<file path="config.mk">
export PLATFORM = sky130hd
export DESIGN_NAME = sync_fifo_fwft
export DESIGN_NICKNAME = d
export VERILOG_FILES = /design/src/rtl/sync_fifo_fwft.sv
export SDC_FILE = /design/constraint.sdc
export NUM_CORES = 1
export LEC_CHECK = 0
export BUFFER_PORTS_ARGS = -buffer_cell sky130_fd_sc_hd__buf_2
export CAP_MARGIN = 20
export CELL_PAD_IN_SITES_DETAIL_PLACEMENT = 1
export CELL_PAD_IN_SITES_GLOBAL_PLACEMENT = 1
export CORE_ASPECT_RATIO = 1.4
export CORE_MARGIN = 3
export CORE_UTILIZATION = 45
export DETAILED_ROUTE_END_ITERATION = 6
export GPL_TIMING_DRIVEN = 0
export PLACE_DENSITY = 0.71
export SYNTH_ARGS = -nofsm -noshare
export SYNTH_HDL_FRONTEND = slang
export SYNTH_SLANG_ARGS = --single-unit
</file>
<file path="constraint.sdc">
create_clock -name clk -period 2.54 [get_ports clk]
set_clock_uncertainty 0.1 [all_clocks]
set_input_delay 0.508 -clock clk [delete_from_list [all_inputs] [get_ports clk]]
set_output_delay 0.508 -clock clk [all_outputs]
set_load 0.02 [all_outputs]
</file>
<file path="src/rtl/sync_fifo_fwft.sv">
// sync_fifo_fwft: synchronous FIFO with registered or first-word-fall-through read,
// margin flags, sticky error flags and optional end-of-frame tracking.
module sync_fifo_fwft #(
    parameter int WIDTH        = 8,
    parameter int SIZE         = 5,
    parameter int FULL_MARGIN  = 0,
    parameter int EMPTY_MARGIN = 0,
    parameter int FWFT         = 0,
    parameter int EOF          = 0
) (
    input  logic             clk,
    input  logic             rst,
    input  logic             w_en,
    input  logic [WIDTH-1:0] data_in,
    input  logic             eof_in,
    input  logic             r_en,
    output logic [WIDTH-1:0] data_out,
    output logic             valid,
    output logic [SIZE:0]    count,
    output logic             full,
    output logic             empty,
    output logic             almost_empty,
    output logic             eof,
    output logic             err_overflow,
    output logic             err_underflow
);
    localparam int DEPTH = 1 << SIZE;
    localparam logic [SIZE:0] DEPTH_C = (SIZE+1)'(DEPTH);
    localparam logic [SIZE:0] FULL_TH = FULL_MARGIN >= DEPTH ? '0 : (SIZE+1)'(DEPTH - FULL_MARGIN);
    localparam logic [SIZE:0] AE_TH = EMPTY_MARGIN >= DEPTH ? DEPTH_C : (SIZE+1)'(EMPTY_MARGIN);

    logic [WIDTH-1:0] mem [DEPTH];
    logic [SIZE-1:0]  w_ptr, r_ptr;
    logic [SIZE:0]    count_next, stored;
    logic             empty_q, eof_flag, w_ok, rd, slot, load_mem, load_in, adv;

    // In FWFT mode the output register is refilled whenever it is free or being popped;
    // a write into a FIFO with nothing stored behind the head goes straight to data_out.
    always_comb begin
        w_ok       = w_en && !eof && count != DEPTH_C;
        rd         = FWFT != 0 ? r_en && valid : r_en && !empty_q;
        stored     = count - {{SIZE{1'b0}}, valid};
        slot       = FWFT != 0 && (!valid || rd);
        load_mem   = slot && stored != '0;
        load_in    = slot && stored == '0 && w_ok;
        adv        = FWFT != 0 ? load_mem || load_in : rd;
        count_next = count + {{SIZE{1'b0}}, w_ok} - {{SIZE{1'b0}}, rd};
    end

    assign empty = FWFT != 0 ? !valid : empty_q;

    always_ff @(posedge clk)
        if (w_ok) mem[w_ptr] <= data_in;

    always_ff @(posedge clk or posedge rst) begin
        if (rst) begin
            w_ptr         <= '0;
            r_ptr         <= '0;
            count         <= '0;
            full          <= FULL_MARGIN >= DEPTH;
            empty_q       <= 1'b1;
            almost_empty  <= 1'b1;
            valid         <= 1'b0;
            data_out      <= '0;
            err_overflow  <= 1'b0;
            err_underflow <= 1'b0;
            eof_flag      <= 1'b0;
            eof           <= 1'b0;
        end else begin
            w_ptr         <= w_ptr + SIZE'(w_ok);
            r_ptr         <= r_ptr + SIZE'(adv);
            count         <= count_next;
            full          <= count_next >= FULL_TH;
            empty_q       <= count_next == '0;
            almost_empty  <= count_next <= AE_TH;
            valid         <= FWFT != 0 ? (valid && !rd) || load_mem || load_in : rd;
            data_out      <= load_in ? data_in : (load_mem || (FWFT == 0 && rd)) ? mem[r_ptr] : data_out;
            err_overflow  <= err_overflow || (w_en && !w_ok);
            err_underflow <= err_underflow || (r_en && !rd);
            eof_flag      <= eof_flag || (EOF != 0 && eof_in);
            eof           <= eof || (eof_flag && count == '0 && !w_en);
        end
    end
endmodule

</file>
==> impl_metrics.py <==
metrics = {
    "grt": {
        "grt_max_degree": 33,
        "global_route.usage.total_pct": 19.8,
        "first_global_vias": 6411,
        "antenna_violations_before_repair": 0,
        "grt_remaining_overflow": 0,
        "global_route_wire_length_before_repair_um": 39600,
    },
    "cts": {
        "cts_buffer_depth": 3,
        "cts_max_level": 1,
        "cts_tree": "done",
        "clkLatencyLatePin_ns": 0.53,
        "root_buffer": "sky130_fd_sc_hd__clkbuf_16",
        "cts_inserted_buffers": 26,
        "clk_pin_slew_worst_paths_ns": 0.07,
        "clock_sinks": 285,
    },
    "timing": {
        "setup_viol": 3,
        "post_layout_minimum_cycle_time_ns": 2.73,
        "final_critical_path_share_of_the_clock_period_pct": 107,
        "timing.final.hold_violations": 0,
        "timing.setup.tns_ns": -0.335,
        "rsz0062_at_grt": "true",
        "achievable-frequency_ghz": 0.367,
        "final.setup.worst_slack_ns": -0.188,
        "worst_slew_pin_slew_ns": 0.929,
        "timing.max_slew.rel_slack_pct": 38.0,
        "finalHoldWorstSlack_ns": 0.0973,
        "final_max_slew_viol_count": 0,
    },
    "critical_path": {
        "critPathMaxFanout": 2,
        "worst-endpoint-required_ns": 2.89,
        "worst_setup_path_end_kind": "flop",
        "type_of_the_worst_setup_path": "reg -> reg",
        "critPathArrivalTime_ns": 3.08,
        "worstSetupStartpointType": "flop",
    },
    "logic_synthesis": {
        "postSynthAreaPerCell_um2": 18.8,
        "postSynth.asyncResetShare_pct": 10.2,
        "synth_largest_area_cell": "sky130_fd_sc_hd__edfxtp_1",
        "yosys-mux-area-fraction_pct": 13.1,
        "synth_top_family_by_area": "multiplexers",
        "synthDistinctLibCells": 38,
        "synth_seq_area_share_pct": 75.2,
        "synth-simple-area-share_pct": 4.32,
        "yosys.area.top_type_share_pct": 68.7,
        "yosys_warn_count": 0,
        "ys_dominant_reg_cell": "sky130_fd_sc_hd__edfxtp_1",
        "postSynthRegisterBits": 285,
        "most_area_consuming_cells_after_synthesis": "sky130_fd_sc_hd__edfxtp_1 (69%), sky130_fd_sc_hd__mux4_2 (8.1%), sky130_fd_sc_hd__dfrtp_1 (6.3%)",
        "xor_xnor_cell_area_share_of_the_yosys_netlist_pct": 0.705,
        "synth_nets": 622,
        "postSynthCellCount": 596,
        "synthAdderAreaFrac_pct": 1.52,
        "syn_area_um2": 11200,
        "synth-edff-count": 256,
        "synth_compound_gate_area_share_pct": 3.34,
    },
    "placement": {
        "placement.io_buffers": 31,
        "gp_congestion": 0.804,
        "hpwlAfterDp_um": 17400,
    },
    "die": {
        "die_y_um": 193,
        "fp.coreArea_um2": 24200,
        "die-width_um": 139,
        "rows": 67,
        "design.portCount": 34,
        "initial_core_utilization_pct": 46.2,
        "die_area_um2": 26800,
    },
    "route": {
        "detail_route.first_pass.iterations": 5,
        "drt_iter0_markers": 383,
        "detail_route.wirelength_um": 26200,
        "post_drt_via_cell_ratio": 5.72,
        "via_count": 5719,
        "route.detailed.wl_per_inst_um": 26.2,
        "final_antenna_net_count": 0,
        "drc": 0,
    },
    "layout": {
        "fill_cells": 2161,
        "syn2layout_area_growth_pct": 16.5,
        "layout.cells.most_common": "sky130_fd_sc_hd__edfxtp_1",
        "antennaDiodeCount": 0,
        "most-common-layout-cells": "sky130_fd_sc_hd__edfxtp_1 (256), sky130_fd_sc_hd__mux2i_1 (56), sky130_fd_sc_hd__mux4_2 (40), sky130_fd_sc_hd__buf_2 (39), sky130_fd_sc_hd__clkbuf_16 (27)",
        "num-nets-final": 696,
        "post_route_cells_drive_above_1_share_pct": 30.0,
        "utilization_pct": 53.8,
    },
    "pwr": {
        "power_per_cell_area_nw_per_um2": 1150,
        "leakage_nw": 4.42,
        "vdd_drop_max_mv": 0.614,
        "power_mw": 15.0,
    },
    "job": {
        "max-cap-violations": 0,
    },
    "outcome": {
        "violations": "negative setup slack",
        "status": "finished, violations left",
    },
    "hold_path": {
        "hp-class": "in -> reg",
    },
}
## kinds of logic (layout without fill, tap and decap cells)
| kind of cell | count (synthesis) | in the layout |
|---|---|---|
| AOI/OAI and AO/OA | 50 | 50 |
| xor gates and xnor gates | 9 | 9 |
| adders and majority gates | 13 | 13 |
| buffers and inverters | 38 | 132 |
| DFF | 285 | 285 |
| muxes | 96 | 96 |
| other | 1 | 1 |
| and+or+nand+nor | 104 | 104 |
## synthesized netlist by cell type (4+ instances only)
| cell type | number |
|---|---|
| sky130_fd_sc_hd__dfrtp_1 | 28 |
| sky130_fd_sc_hd__buf_2 | 9 |
| sky130_fd_sc_hd__ha_1 | 12 |
| sky130_fd_sc_hd__nor2_1 | 57 |
| sky130_fd_sc_hd__o22ai_1 | 24 |
| sky130_fd_sc_hd__a22o_1 | 8 |
| sky130_fd_sc_hd__xnor2_1 | 5 |
| sky130_fd_sc_hd__mux4_2 | 40 |
| sky130_fd_sc_hd__nor3_1 | 10 |
| sky130_fd_sc_hd__edfxtp_1 | 256 |
| sky130_fd_sc_hd__xor2_1 | 4 |
| sky130_fd_sc_hd__buf_4 | 5 |
| sky130_fd_sc_hd__a2111oi_1 | 6 |
| sky130_fd_sc_hd__clkbuf_1 | 8 |
| sky130_fd_sc_hd__mux2i_1 | 56 |
| sky130_fd_sc_hd__nand3b_1 | 5 |
| sky130_fd_sc_hd__buf_6 | 4 |
| sky130_fd_sc_hd__nand3_1 | 7 |
| sky130_fd_sc_hd__inv_1 | 9 |
| sky130_fd_sc_hd__nand2_1 | 7 |
| sky130_fd_sc_hd__nor4_1 | 8 |
## metrics by stage
| step | cells | area, um2 | setup slack [ns] |
|---|---|---|---|
| final | 1000 | 13000 | -0.188 |
| after global routing | 1000 | 13000 | -0.321 |
| after CTS | 996 | 12900 | -0.167 |
| after detailed placement | 938 | 11800 | -0.832 |
| after global placement | 937 | 11800 | -0.765 |
| after floorplan | 596 | 11200 | -0.182 |
## final timing paths
kind                                         from                       to  slack [ns]  depth (start not counted)
setup reg to reg               count[2]$_DFF_PP0_   almost_empty$_DFF_PP1_       -0.19                         10
setup / recovery               count[2]$_DFF_PP0_   almost_empty$_DFF_PP1_       -0.19                         10
max in group asynchronous                     rst  data_out[5]$_DFFE_PP0P_        1.34                          4
hold reg to reg            err_overflow$_DFF_PP0_   err_overflow$_DFF_PP0_        0.36                          1
hold / removal                               r_en  err_underflow$_DFF_PP0_         0.1                          2
min in group asynchronous                     rst   err_overflow$_DFF_PP0_        0.49                          3
## flip-flops by register name, summed over array words and instances, names as in the netlist
name,count
full,1
almost_empty,1
count,6
w_ptr,5
err_overflow,1
data_out,8
r_ptr,5
mem,256
valid,1
err_underflow,1
## area by class of cell
| cell class | instances | area, um2 | share of cell area [%] |
|---|---|---|---|
| clock inverter | 12 | 108 | 0.826 |
| sequential | 285 | 8420 | 64.6 |
| multi-input combinational | 273 | 2870 | 22.0 |
| tap | 310 | 388 | 2.98 |
| timing repair buffer | 48 | 309 | 2.37 |
| buffer | 27 | 180 | 1.38 |
| inverter | 9 | 33.8 | 0.259 |
| clock buffer | 36 | 729 | 5.60 |
## routing by layer
layer	routed length (um)	GRT usage (%)	vias to the layer above
met5	0	0	-
li1	-	-	2532
met3	909	2.48	55
met2	13800	35.4	147
met1	10400	24.1	2985
met4	1150	8.81	0
## timing repair
action | 4_1_cts | 5_1_grt
hold buffers | 1 | 0
setup buffers | 10 | 5
resized for setup | 58 | 20
hold endpoints to repair | 10 | 0
setup endpoints to repair | 206 | 201
pin swaps | 7 | 2
gates cloned | 0 | 0
## critical path, cell delays in order (launching register included)
cell	delay, ns
sky130_fd_sc_hd__dfrtp_2	0.41
sky130_fd_sc_hd__inv_2	0.08
sky130_fd_sc_hd__ha_4	0.15
sky130_fd_sc_hd__nand2_4	0.06
sky130_fd_sc_hd__o31ai_4	0.18
sky130_fd_sc_hd__ha_1	0.27
sky130_fd_sc_hd__inv_2	0.07
sky130_fd_sc_hd__ha_4	0.14
sky130_fd_sc_hd__fa_2	0.45
sky130_fd_sc_hd__or4_4	0.54
sky130_fd_sc_hd__nor3_4	0.19
## power by group
group          internal [mW]  total, mW  switching [mW]
sequential              5.65       5.90           0.254
clock                   2.21       3.85            1.64
combinational           2.12       5.23            3.11
Note: power is estimated with default switching activity, not from simulation.
